$ cat src/rtl/ramio_fifo.sv
// CPU-side RAM/IO bridge: typed byte/half/word accesses onto a byte-enabled cache port,
// plus LED register, status register and FIFO-buffered UART receive/transmit.

module ramio_uart_tx #(
  parameter int unsigned ClocksPerBit = 8
) (
  input  logic       clk,
  input  logic       rst_n,
  input  logic       go,
  input  logic [7:0] data,
  output logic       tx,
  output logic       bsy
);
  localparam int unsigned CntW = (ClocksPerBit > 1) ? $clog2(ClocksPerBit) : 1;

  logic            busy_q, busy_d;
  logic            armed_q, armed_d;
  logic [9:0]      shreg_q, shreg_d;
  logic [3:0]      bit_q, bit_d;
  logic [CntW-1:0] cnt_q, cnt_d;

  always_ff @(posedge clk or negedge rst_n) begin
    if (!rst_n) begin
      busy_q  <= 1'b0;
      armed_q <= 1'b1;
      shreg_q <= '1;
      bit_q   <= '0;
      cnt_q   <= '0;
    end else begin
      busy_q  <= busy_d;
      armed_q <= armed_d;
      shreg_q <= shreg_d;
      bit_q   <= bit_d;
      cnt_q   <= cnt_d;
    end
  end

  // A frame starts only after go has been low since the previous frame.
  always_comb begin
    busy_d  = busy_q;
    armed_d = armed_q;
    shreg_d = shreg_q;
    bit_d   = bit_q;
    cnt_d   = cnt_q;
    if (!go) armed_d = 1'b1;
    if (!busy_q) begin
      if (go && armed_q) begin
        busy_d  = 1'b1;
        armed_d = 1'b0;
        shreg_d = {1'b1, data, 1'b0};
        bit_d   = '0;
        cnt_d   = '0;
      end
    end else if (cnt_q == CntW'(ClocksPerBit - 1)) begin
      cnt_d   = '0;
      shreg_d = {1'b1, shreg_q[9:1]};
      if (bit_q == 4'd9) busy_d = 1'b0;
      else               bit_d  = bit_q + 4'd1;
    end else begin
      cnt_d = cnt_q + CntW'(1);
    end
  end

  assign tx  = shreg_q[0];
  assign bsy = busy_q;
endmodule

module ramio_uart_rx #(
  parameter int unsigned ClocksPerBit = 8
) (
  input  logic       clk,
  input  logic       rst_n,
  input  logic       rx,
  input  logic       go,
  output logic [7:0] data,
  output logic       data_ready
);
  localparam int unsigned CntW    = (ClocksPerBit > 1) ? $clog2(ClocksPerBit) : 1;
  localparam int unsigned HalfBit = (ClocksPerBit > 1) ? ClocksPerBit / 2 : 1;

  typedef enum logic [1:0] {RX_IDLE, RX_START, RX_DATA, RX_STOP} rx_state_e;

  rx_state_e       state_q, state_d;
  logic [1:0]      sync_q, sync_d;
  logic [CntW-1:0] cnt_q, cnt_d;
  logic [2:0]      bit_q, bit_d;
  logic [7:0]      shreg_q, shreg_d;
  logic [7:0]      data_q, data_d;
  logic            ready_q, ready_d;
  logic            rx_s;

  always_ff @(posedge clk or negedge rst_n) begin
    if (!rst_n) begin
      state_q <= RX_IDLE;
      sync_q  <= 2'b11;
      cnt_q   <= '0;
      bit_q   <= '0;
      shreg_q <= '0;
      data_q  <= '0;
      ready_q <= 1'b0;
    end else begin
      state_q <= state_d;
      sync_q  <= sync_d;
      cnt_q   <= cnt_d;
      bit_q   <= bit_d;
      shreg_q <= shreg_d;
      data_q  <= data_d;
      ready_q <= ready_d;
    end
  end

  assign rx_s = sync_q[1];

  // Bits are sampled mid-period; data_ready holds until the consumer drops go.
  always_comb begin
    sync_d  = {sync_q[0], rx};
    state_d = state_q;
    cnt_d   = cnt_q;
    bit_d   = bit_q;
    shreg_d = shreg_q;
    data_d  = data_q;
    ready_d = ready_q;
    if (!go) ready_d = 1'b0;
    case (state_q)
      RX_IDLE: begin
        if (!rx_s) begin
          state_d = RX_START;
          cnt_d   = '0;
        end
      end
      RX_START: begin
        if (cnt_q == CntW'(HalfBit - 1)) begin
          cnt_d   = '0;
          bit_d   = '0;
          state_d = rx_s ? RX_IDLE : RX_DATA;
        end else begin
          cnt_d = cnt_q + CntW'(1);
        end
      end
      RX_DATA: begin
        if (cnt_q == CntW'(ClocksPerBit - 1)) begin
          cnt_d   = '0;
          shreg_d = {rx_s, shreg_q[7:1]};
          if (bit_q == 3'd7) state_d = RX_STOP;
          else               bit_d   = bit_q + 3'd1;
        end else begin
          cnt_d = cnt_q + CntW'(1);
        end
      end
      default: begin
        if (cnt_q == CntW'(ClocksPerBit - 1)) begin
          state_d = RX_IDLE;
          if (rx_s) begin
            data_d  = shreg_q;
            ready_d = 1'b1;
          end
        end else begin
          cnt_d = cnt_q + CntW'(1);
        end
      end
    endcase
  end

  assign data       = data_q;
  assign data_ready = ready_q;
endmodule

module ramio_fifo #(
  parameter int unsigned AddressBitWidth  = 32,
  parameter int unsigned DataBitWidth     = 32,
  parameter int unsigned ClockFrequencyHz = 20_250_000,
  parameter int unsigned BaudRate         = 9600,
  parameter int unsigned LedCount         = 4,
  parameter int unsigned RxFifoDepthLog2  = 4,
  parameter int unsigned TxFifoDepthLog2  = 4,
  parameter logic [AddressBitWidth-1:0] TopAddress     = '1,
  parameter logic [AddressBitWidth-1:0] AddressLed     = TopAddress,
  parameter logic [AddressBitWidth-1:0] AddressUartOut = TopAddress - AddressBitWidth'(1),
  parameter logic [AddressBitWidth-1:0] AddressUartIn  = TopAddress - AddressBitWidth'(2),
  parameter logic [AddressBitWidth-1:0] AddressStatus  = TopAddress - AddressBitWidth'(7)
) (
  input  logic                       clk,
  input  logic                       rst_n,
  input  logic                       enable,
  input  logic [2:0]                 read_type,
  input  logic [1:0]                 write_type,
  input  logic [AddressBitWidth-1:0] address,
  input  logic [DataBitWidth-1:0]    data_in,
  output logic [DataBitWidth-1:0]    data_out,
  output logic                       data_out_ready,
  output logic                       busy,
  output logic [LedCount-1:0]        led,
  output logic                       uart_tx,
  input  logic                       uart_rx,
  output logic                       mem_enable,
  output logic [AddressBitWidth-1:0] mem_address,
  output logic [DataBitWidth-1:0]    mem_data_in,
  output logic [3:0]                 mem_write_enable,
  input  logic [DataBitWidth-1:0]    mem_data_out,
  input  logic                       mem_data_out_ready,
  input  logic                       mem_busy
);
  localparam int unsigned ClocksPerBit = ClockFrequencyHz / BaudRate;
  localparam int unsigned RxDepth      = 2 ** RxFifoDepthLog2;
  localparam int unsigned TxDepth      = 2 ** TxFifoDepthLog2;
  localparam int unsigned RxPw         = RxFifoDepthLog2 + 1;
  localparam int unsigned TxPw         = TxFifoDepthLog2 + 1;

  typedef enum logic [1:0] {TX_IDLE, TX_START, TX_SEND, TX_ACK} tx_state_e;

  logic [LedCount-1:0] led_q, led_d;
  logic                ovr_q, ovr_d, mis_q, mis_d;
  logic                rx_go_q, rx_go_d, tx_go_q, tx_go_d;
  tx_state_e           tx_state_q, tx_state_d;
  logic [7:0]          send_q, send_d;
  logic [RxPw-1:0]     rx_wr_q, rx_wr_d, rx_rd_q, rx_rd_d, rx_cnt;
  logic [TxPw-1:0]     tx_wr_q, tx_wr_d, tx_rd_q, tx_rd_d, tx_cnt;
  logic [7:0]          rx_mem [RxDepth];
  logic [7:0]          tx_mem [TxDepth];

  logic        rd, wr, hit_led, hit_out, hit_in, hit_st, io_hit, ram;
  logic        rx_empty, rx_full, tx_empty, tx_full, tx_idle;
  logic        rx_push, tx_push, mis, mis_evt;
  logic [1:0]  size;
  logic [7:0]  rx_head, tx_head, rd_byte;
  logic [15:0] rd_half;
  logic [31:0] status, io_rdata;
  logic [7:0]  urx_data;
  logic        urx_ready, utx_bsy;

  ramio_uart_rx #(.ClocksPerBit(ClocksPerBit)) u_rx (
    .clk(clk), .rst_n(rst_n), .rx(uart_rx), .go(rx_go_q),
    .data(urx_data), .data_ready(urx_ready)
  );

  ramio_uart_tx #(.ClocksPerBit(ClocksPerBit)) u_tx (
    .clk(clk), .rst_n(rst_n), .go(tx_go_q), .data(send_q),
    .tx(uart_tx), .bsy(utx_bsy)
  );

  assign rd      = read_type != 3'b000;
  assign wr      = write_type != 2'b00;
  assign hit_led = address == AddressLed;
  assign hit_out = address == AddressUartOut;
  assign hit_in  = address == AddressUartIn;
  assign hit_st  = address == AddressStatus;
  assign io_hit  = enable && (hit_led || hit_out || hit_in || hit_st);
  assign ram     = enable && !io_hit;

  assign rx_cnt   = rx_wr_q - rx_rd_q;
  assign tx_cnt   = tx_wr_q - tx_rd_q;
  assign rx_empty = rx_cnt == '0;
  assign tx_empty = tx_cnt == '0;
  assign rx_full  = rx_cnt == RxPw'(RxDepth);
  assign tx_full  = tx_cnt == TxPw'(TxDepth);
  assign tx_idle  = tx_empty && (tx_state_q == TX_IDLE);
  assign rx_head  = rx_mem[rx_rd_q[RxFifoDepthLog2-1:0]];
  assign tx_head  = tx_mem[tx_rd_q[TxFifoDepthLog2-1:0]];
  assign led      = led_q;

  assign status = {8'h00, 8'(tx_cnt), 8'(rx_cnt), 3'b000,
                   tx_idle, mis_q, ovr_q, tx_full, !rx_empty};

  always_comb begin
    io_rdata = '0;
    if (hit_in)       io_rdata = rx_empty ? 32'hFFFF_FFFF : {24'h0, rx_head};
    else if (hit_out) io_rdata = (tx_state_q != TX_IDLE) ? {24'h0, send_q} : 32'hFFFF_FFFF;
    else if (hit_led) io_rdata = 32'(led_q);
    else if (hit_st)  io_rdata = status;
  end

  // Access width comes from the write type when writing, else the read type.
  assign size = wr ? write_type : read_type[1:0];
  assign mis  = ((size == 2'b10) && address[0]) || ((size == 2'b11) && (address[1:0] != 2'b00));

  always_comb begin
    mem_enable       = 1'b0;
    mem_address      = {address[AddressBitWidth-1:2], 2'b00};
    mem_data_in      = '0;
    mem_write_enable = 4'b0000;
    data_out         = '0;
    data_out_ready   = 1'b0;
    busy             = 1'b0;
    mis_evt          = 1'b0;
    rd_byte          = mem_data_out[{address[1:0], 3'b000} +: 8];
    rd_half          = address[1] ? mem_data_out[31:16] : mem_data_out[15:0];
    if (ram) begin
      mem_enable     = 1'b1;
      busy           = mem_busy;
      data_out_ready = mem_data_out_ready;
      if (mis) begin
        mis_evt = (rd || wr) && !mem_busy;
      end else begin
        if (wr) begin
          case (write_type)
            2'b01: begin
              mem_write_enable = 4'b0001 << address[1:0];
              mem_data_in      = {24'h0, data_in[7:0]} << {address[1:0], 3'b000};
            end
            2'b10: begin
              mem_write_enable = address[1] ? 4'b1100 : 4'b0011;
              mem_data_in      = address[1] ? {data_in[15:0], 16'h0} : {16'h0, data_in[15:0]};
            end
            default: begin
              mem_write_enable = 4'b1111;
              mem_data_in      = data_in;
            end
          endcase
        end
        if (rd) begin
          case (read_type[1:0])
            2'b01:   data_out = {{24{read_type[2] & rd_byte[7]}}, rd_byte};
            2'b10:   data_out = {{16{read_type[2] & rd_half[15]}}, rd_half};
            2'b11:   data_out = mem_data_out;
            default: data_out = '0;
          endcase
        end
      end
    end else if (io_hit) begin
      data_out_ready = 1'b1;
      busy           = wr && hit_out && tx_full;
      if (rd) data_out = io_rdata;
    end
  end

  // Register updates, FIFO pointers and the transmit sequencer.
  always_comb begin
    led_d      = led_q;
    ovr_d      = ovr_q;
    mis_d      = mis_q;
    rx_go_d    = 1'b1;
    tx_go_d    = tx_go_q;
    tx_state_d = tx_state_q;
    send_d     = send_q;
    rx_wr_d    = rx_wr_q;
    rx_rd_d    = rx_rd_q;
    tx_wr_d    = tx_wr_q;
    tx_rd_d    = tx_rd_q;
    rx_push    = 1'b0;
    tx_push    = 1'b0;
    if (enable && wr && hit_led) led_d = data_in[LedCount-1:0];
    if (enable && wr && hit_st) begin
      if (data_in[2]) ovr_d = 1'b0;
      if (data_in[3]) mis_d = 1'b0;
    end
    if (mis_evt) mis_d = 1'b1;
    // Fullness is judged before any same-edge CPU pop, so an arriving byte can still overrun.
    if (urx_ready && rx_go_q) begin
      rx_go_d = 1'b0;
      if (rx_full) begin
        ovr_d = 1'b1;
      end else begin
        rx_push = 1'b1;
        rx_wr_d = rx_wr_q + RxPw'(1);
      end
    end
    if (enable && rd && hit_in && !rx_empty) rx_rd_d = rx_rd_q + RxPw'(1);
    if (enable && wr && hit_out && !tx_full) begin
      tx_push = 1'b1;
      tx_wr_d = tx_wr_q + TxPw'(1);
    end
    case (tx_state_q)
      TX_IDLE: begin
        tx_go_d = 1'b0;
        if (!tx_empty) begin
          send_d     = tx_head;
          tx_rd_d    = tx_rd_q + TxPw'(1);
          tx_go_d    = 1'b1;
          tx_state_d = TX_START;
        end
      end
      TX_START: begin
        tx_go_d    = 1'b1;
        tx_state_d = TX_SEND;
      end
      TX_SEND: begin
        if (!utx_bsy) begin
          tx_go_d    = 1'b0;
          tx_state_d = TX_ACK;
        end
      end
      default: begin
        tx_go_d    = 1'b0;
        tx_state_d = TX_IDLE;
      end
    endcase
  end

  always_ff @(posedge clk or negedge rst_n) begin
    if (!rst_n) begin
      led_q      <= '1;
      ovr_q      <= 1'b0;
      mis_q      <= 1'b0;
      rx_go_q    <= 1'b1;
      tx_go_q    <= 1'b0;
      tx_state_q <= TX_IDLE;
      send_q     <= '0;
      rx_wr_q    <= '0;
      rx_rd_q    <= '0;
      tx_wr_q    <= '0;
      tx_rd_q    <= '0;
    end else begin
      led_q      <= led_d;
      ovr_q      <= ovr_d;
      mis_q      <= mis_d;
      rx_go_q    <= rx_go_d;
      tx_go_q    <= tx_go_d;
      tx_state_q <= tx_state_d;
      send_q     <= send_d;
      rx_wr_q    <= rx_wr_d;
      rx_rd_q    <= rx_rd_d;
      tx_wr_q    <= tx_wr_d;
      tx_rd_q    <= tx_rd_d;
    end
  end

  always_ff @(posedge clk) begin
    if (rx_push) rx_mem[rx_wr_q[RxFifoDepthLog2-1:0]] <= urx_data;
    if (tx_push) tx_mem[tx_wr_q[TxFifoDepthLog2-1:0]] <= data_in[7:0];
  end
endmodule

$ cat config.mk
export PLATFORM = sky130hd
export DESIGN_NAME = ramio_fifo
export DESIGN_NICKNAME = d
export VERILOG_FILES = /design/src/rtl/ramio_fifo.sv
export SDC_FILE = /design/constraint.sdc
export NUM_CORES = 1
export LEC_CHECK = 0
export CORE_ASPECT_RATIO = 1.2
export CORE_MARGIN = 5
export CORE_UTILIZATION = 45
export DETAILED_ROUTE_END_ITERATION = 10
export GPL_ROUTABILITY_DRIVEN = 0
export PLACE_DENSITY = 0.67
export SLEW_MARGIN = 20
export SYNTH_ARGS = -nofsm -noshare
export SYNTH_HDL_FRONTEND = slang
export SYNTH_SLANG_ARGS = --single-unit
$ cat constraint.sdc
create_clock -name clk -period 7.65 [get_ports clk]
set_input_delay 0.765 -clock clk [delete_from_list [all_inputs] [get_ports clk]]
set_output_delay 0.765 -clock clk [all_outputs]
set_load 0.02 [all_outputs]
==> flow_metrics.tcl <==
set metrics [dict create \
    drtIter0Drc 1196 \
    powerDensity_mw_per_mm2 194.6 \
    clkSlewWorstSetupHoldPaths_ns 0.06 \
    leakage_nw 7.095 \
    synth_common_cells "256 x edfxtp_1, 84 x dfrtp_1, 79 x mux4_2" \
    ys_top_cells_by_area "edfxtp_1 44%, dfrtp_1 12%, mux4_2 10%, mux2_2 2.8%, dfstp_2 2.6%" \
    wl_per_cell_microns 23.75 \
    row_count 79 \
    slew_violations 0 \
    layout-drive-gt1-share_pct 16.69 \
    die_area_sq_mm 0.04273 \
    ys_seq_area_share_pct 58.81 \
    peakVddDrop_v 0.0001936 \
    wl_microns 46560 \
    path_delay_family "compound AO/OA/AOI/OAI gates" \
    relSlewSlack_pct 30.59 \
    endpoint_kind "output port" \
    gr-usage-met1_pct 27.95 \
    diodes 0 \
    fin_crit_sh_pct 75.27 \
    portBuffers 212 \
    status "finished clean" \
    syn_area_sq_mm 0.01741 \
    ioPinCount 215 \
    period_needed_ns 5.758 \
    intPower_w 0.003207 \
    setup-tns-final_ns 0 \
    avgSynthCellArea_sq_um 13.78 \
    crit_buf_inv 3 \
    rsz0062_at_grt "no" \
    yosys_warnings 0 \
    clk_latency_ns 0.53 \
    multiInputGateArea_sq_mm 0.006559 \
    slowest_stage "clkdlybuf4s50_1" \
    hold_viol_final 0 \
    antenna_found_initial 2 \
    crit_required_ns 6.88 \
    die_width_microns 189.5 \
    cp.arrival_ns 4.99 \
    comb_power_share_pct 7.2 \
    cp_cell_sequence "buf_4 > ha_1 > inv_1 > fa_1 > nor3b_1 > nand4_1 > a221oi_1 > o2111ai_2 > o211ai_1 > clkdlybuf4s50_1" \
    cts.sinks 357 \
    switching_share_pct 21.81 \
    finClkSkew_ns 0.01433 \
    die_y_microns 225.4 \
    ant_nets 0 \
    areaGrowthSynthToFinish_pct 21.08 \
    critPathMaxFanout 36 \
    fin_nets 1589 \
    grt_overflow 0 \
    cts_setup_buffers 0 \
    holdBufCountCts 0 \
    grt_util_all_layers_pct 21.52 \
    h-tree-depth 2 \
    n_fill_cell 3129 \
    drc 0 \
    cts-buffers-inserted 37 \
    first_pass_iters 8 \
    synthArstFlopShare_pct 28.29 \
    seq_power_share_pct 50.4 \
    synth.most_common_cell "edfxtp_1" \
    seq_area_sq_mm 0.01024 \
    hold-worst-slack_ns 0.2426 \
    p_clk_share_pct 42.4 \
    dpl.hpwl_microns 33630 \
    fmax_mhz 173.7 \
    root_buffer "clkbuf_16" \
    grt_pass1_wl_microns 70380 \
    top_usage_layer "met2" \
    start_kind "flop" \
    initial_utilization_pct 45.15 \
    ys_types 76 \
    vias_per_cell 5.881 \
    ys_ff_latch 357 \
    setup_viol 0 \
    clockBufferDepth 3 \
    vias 11530 \
    use_met2_pct 35.73 \
    netSwitchingPower_w 0.0008943 \
    synth_cells 1263 \
    drv_cap 0 \
    synth_edf_count 256 \
    slowest_delay_ns 0.71 \
    grt_pass1_vias 11510 \
    grt_max_degree 60 \
    synth_area_leader_cell "edfxtp_1" \
    worst_pin_slew_ns 1.041 \
    post_cts_resize_count 0 \
    use_met3_pct 4.555 \
    synth-main-ff-cell "edfxtp_1" \
    cts_tree "built" \
    core_sq_mm 0.03855 \
    path_class "flop to output port" \
    synth_top_area_share_pct 44.17 \
    min_path_type "input port to asynchronous set/reset pin" \
]
==> worst paths after layout <==
path,slack [ns],cells after the start,startpoint,endpoint
setup / recovery,1.89,10,rx_rd_q[0]$_DFFE_PN0P_,data_out[11]
hold / removal,0.24,1,rst_n,u_tx.cnt_q[6]$_DFFE_PN0P_
setup reg to reg,3.39,9,rx_rd_q[0]$_DFFE_PN0P_,rx_mem[14][0]$_DFFE_PP_
hold reg to reg,0.35,0,u_rx.sync_q[0]$_DFF_PN1_,u_rx.sync_q[1]$_DFF_PN1_
max in group asynchronous,6.11,2,rst_n,tx_rd_q[0]$_DFFE_PN0P_
min in group clk,0.35,0,u_rx.sync_q[0]$_DFF_PN1_,u_rx.sync_q[1]$_DFF_PN1_
==> metrics by stage <==
stage                     util, %  std cells  instance area, sq um  total power, W  setup WS, ns
after floorplan                 -       1264                 17410        0.002235         3.417
after global placement      51.50       1892                 19850        0.002396         2.196
after detailed placement    51.53       1892                 19860        0.002398         2.066
after CTS                   54.60       1959                 21050        0.004137         1.903
after global routing        54.67       1960                 21070        0.004247         1.598
final                       54.67       1960                 21070        0.004101         1.892
==> layout make-up <==
cell class              instances  share of cell area, %
flip-flops and latches        357                  48.58
repair buffers                238                  11.00
multi-input cells             768                  31.12
clock inverters                19                 0.7956
inverters                      44                 0.7837
well taps                     486                  2.885
clock buffers                  48                  4.827
==> cell usage in the layout (no fill, tap or decap), types with 10 or more instances in the layout <==
cell type,instances
o211ai_1,11
mux4_2,79
o21ai_0,47
edfxtp_1,256
xor2_1,13
nand2b_1,14
a2111oi_0,12
dfrtp_1,82
mux2_2,43
inv_1,39
nor3_1,32
nor2_1,77
a21oi_1,40
clkbuf_16,37
xnor2_1,26
buf_4,26
nor2b_1,10
a22oi_1,33
nand2_1,64
ha_1,34
mux2i_1,11
dfstp_2,17
and2_1,16
nand4_1,24
nand3_1,31
clkdlybuf4s50_1,211
and3_1,20
==> power groups by stage <==
stage,Sequential (W),Combinational (W),Clock (W)
floorplan,0.00211,0.000128,0
global placement,0.00211,0.000289,0
detailed placement,0.00211,0.000291,0
CTS,0.00207,0.000293,0.00178
global route,0.00207,0.000313,0.00187
finish,0.00207,0.000294,0.00174
==> routing by layer <==
metal | share of wire, % | wire length, microns
met1 | 39 | 18170
met2 | 50 | 23430
met3 | 6.5 | 3016
met4 | 4.1 | 1918
met5 | 0.056 | 26
==> flip-flops by register name, indices dropped and copies added (netlist names), 2 cells and up <==
| name | flops |
|---|---|
| led | 4 |
| rx_mem | 128 |
| rx_rd_q | 5 |
| rx_wr_q | 5 |
| send_q | 8 |
| tx_mem | 128 |
| tx_rd_q | 5 |
| tx_state_q | 2 |
| tx_wr_q | 5 |
| u_rx.bit_q | 3 |
| u_rx.cnt_q | 12 |
| u_rx.data | 8 |
| u_rx.shreg_q | 8 |
| u_rx.state_q | 2 |
| u_rx.sync_q | 2 |
| u_tx.bit_q | 4 |
| u_tx.cnt_q | 12 |
| u_tx.shreg_q | 9 |
==> cells by family after synthesis <==
group	after synthesis	synth area share, %
buffers and inverters	139	3.860
DFF	357	58.81
adders and majority gates	36	2.674
AOI/OAI and AO/OA	224	8.935
xor gates and xnor gates	39	1.962
other	1	0.02154
and+or+nand+nor	332	9.970
muxes	135	13.77
(Power assumes the default switching activity.)
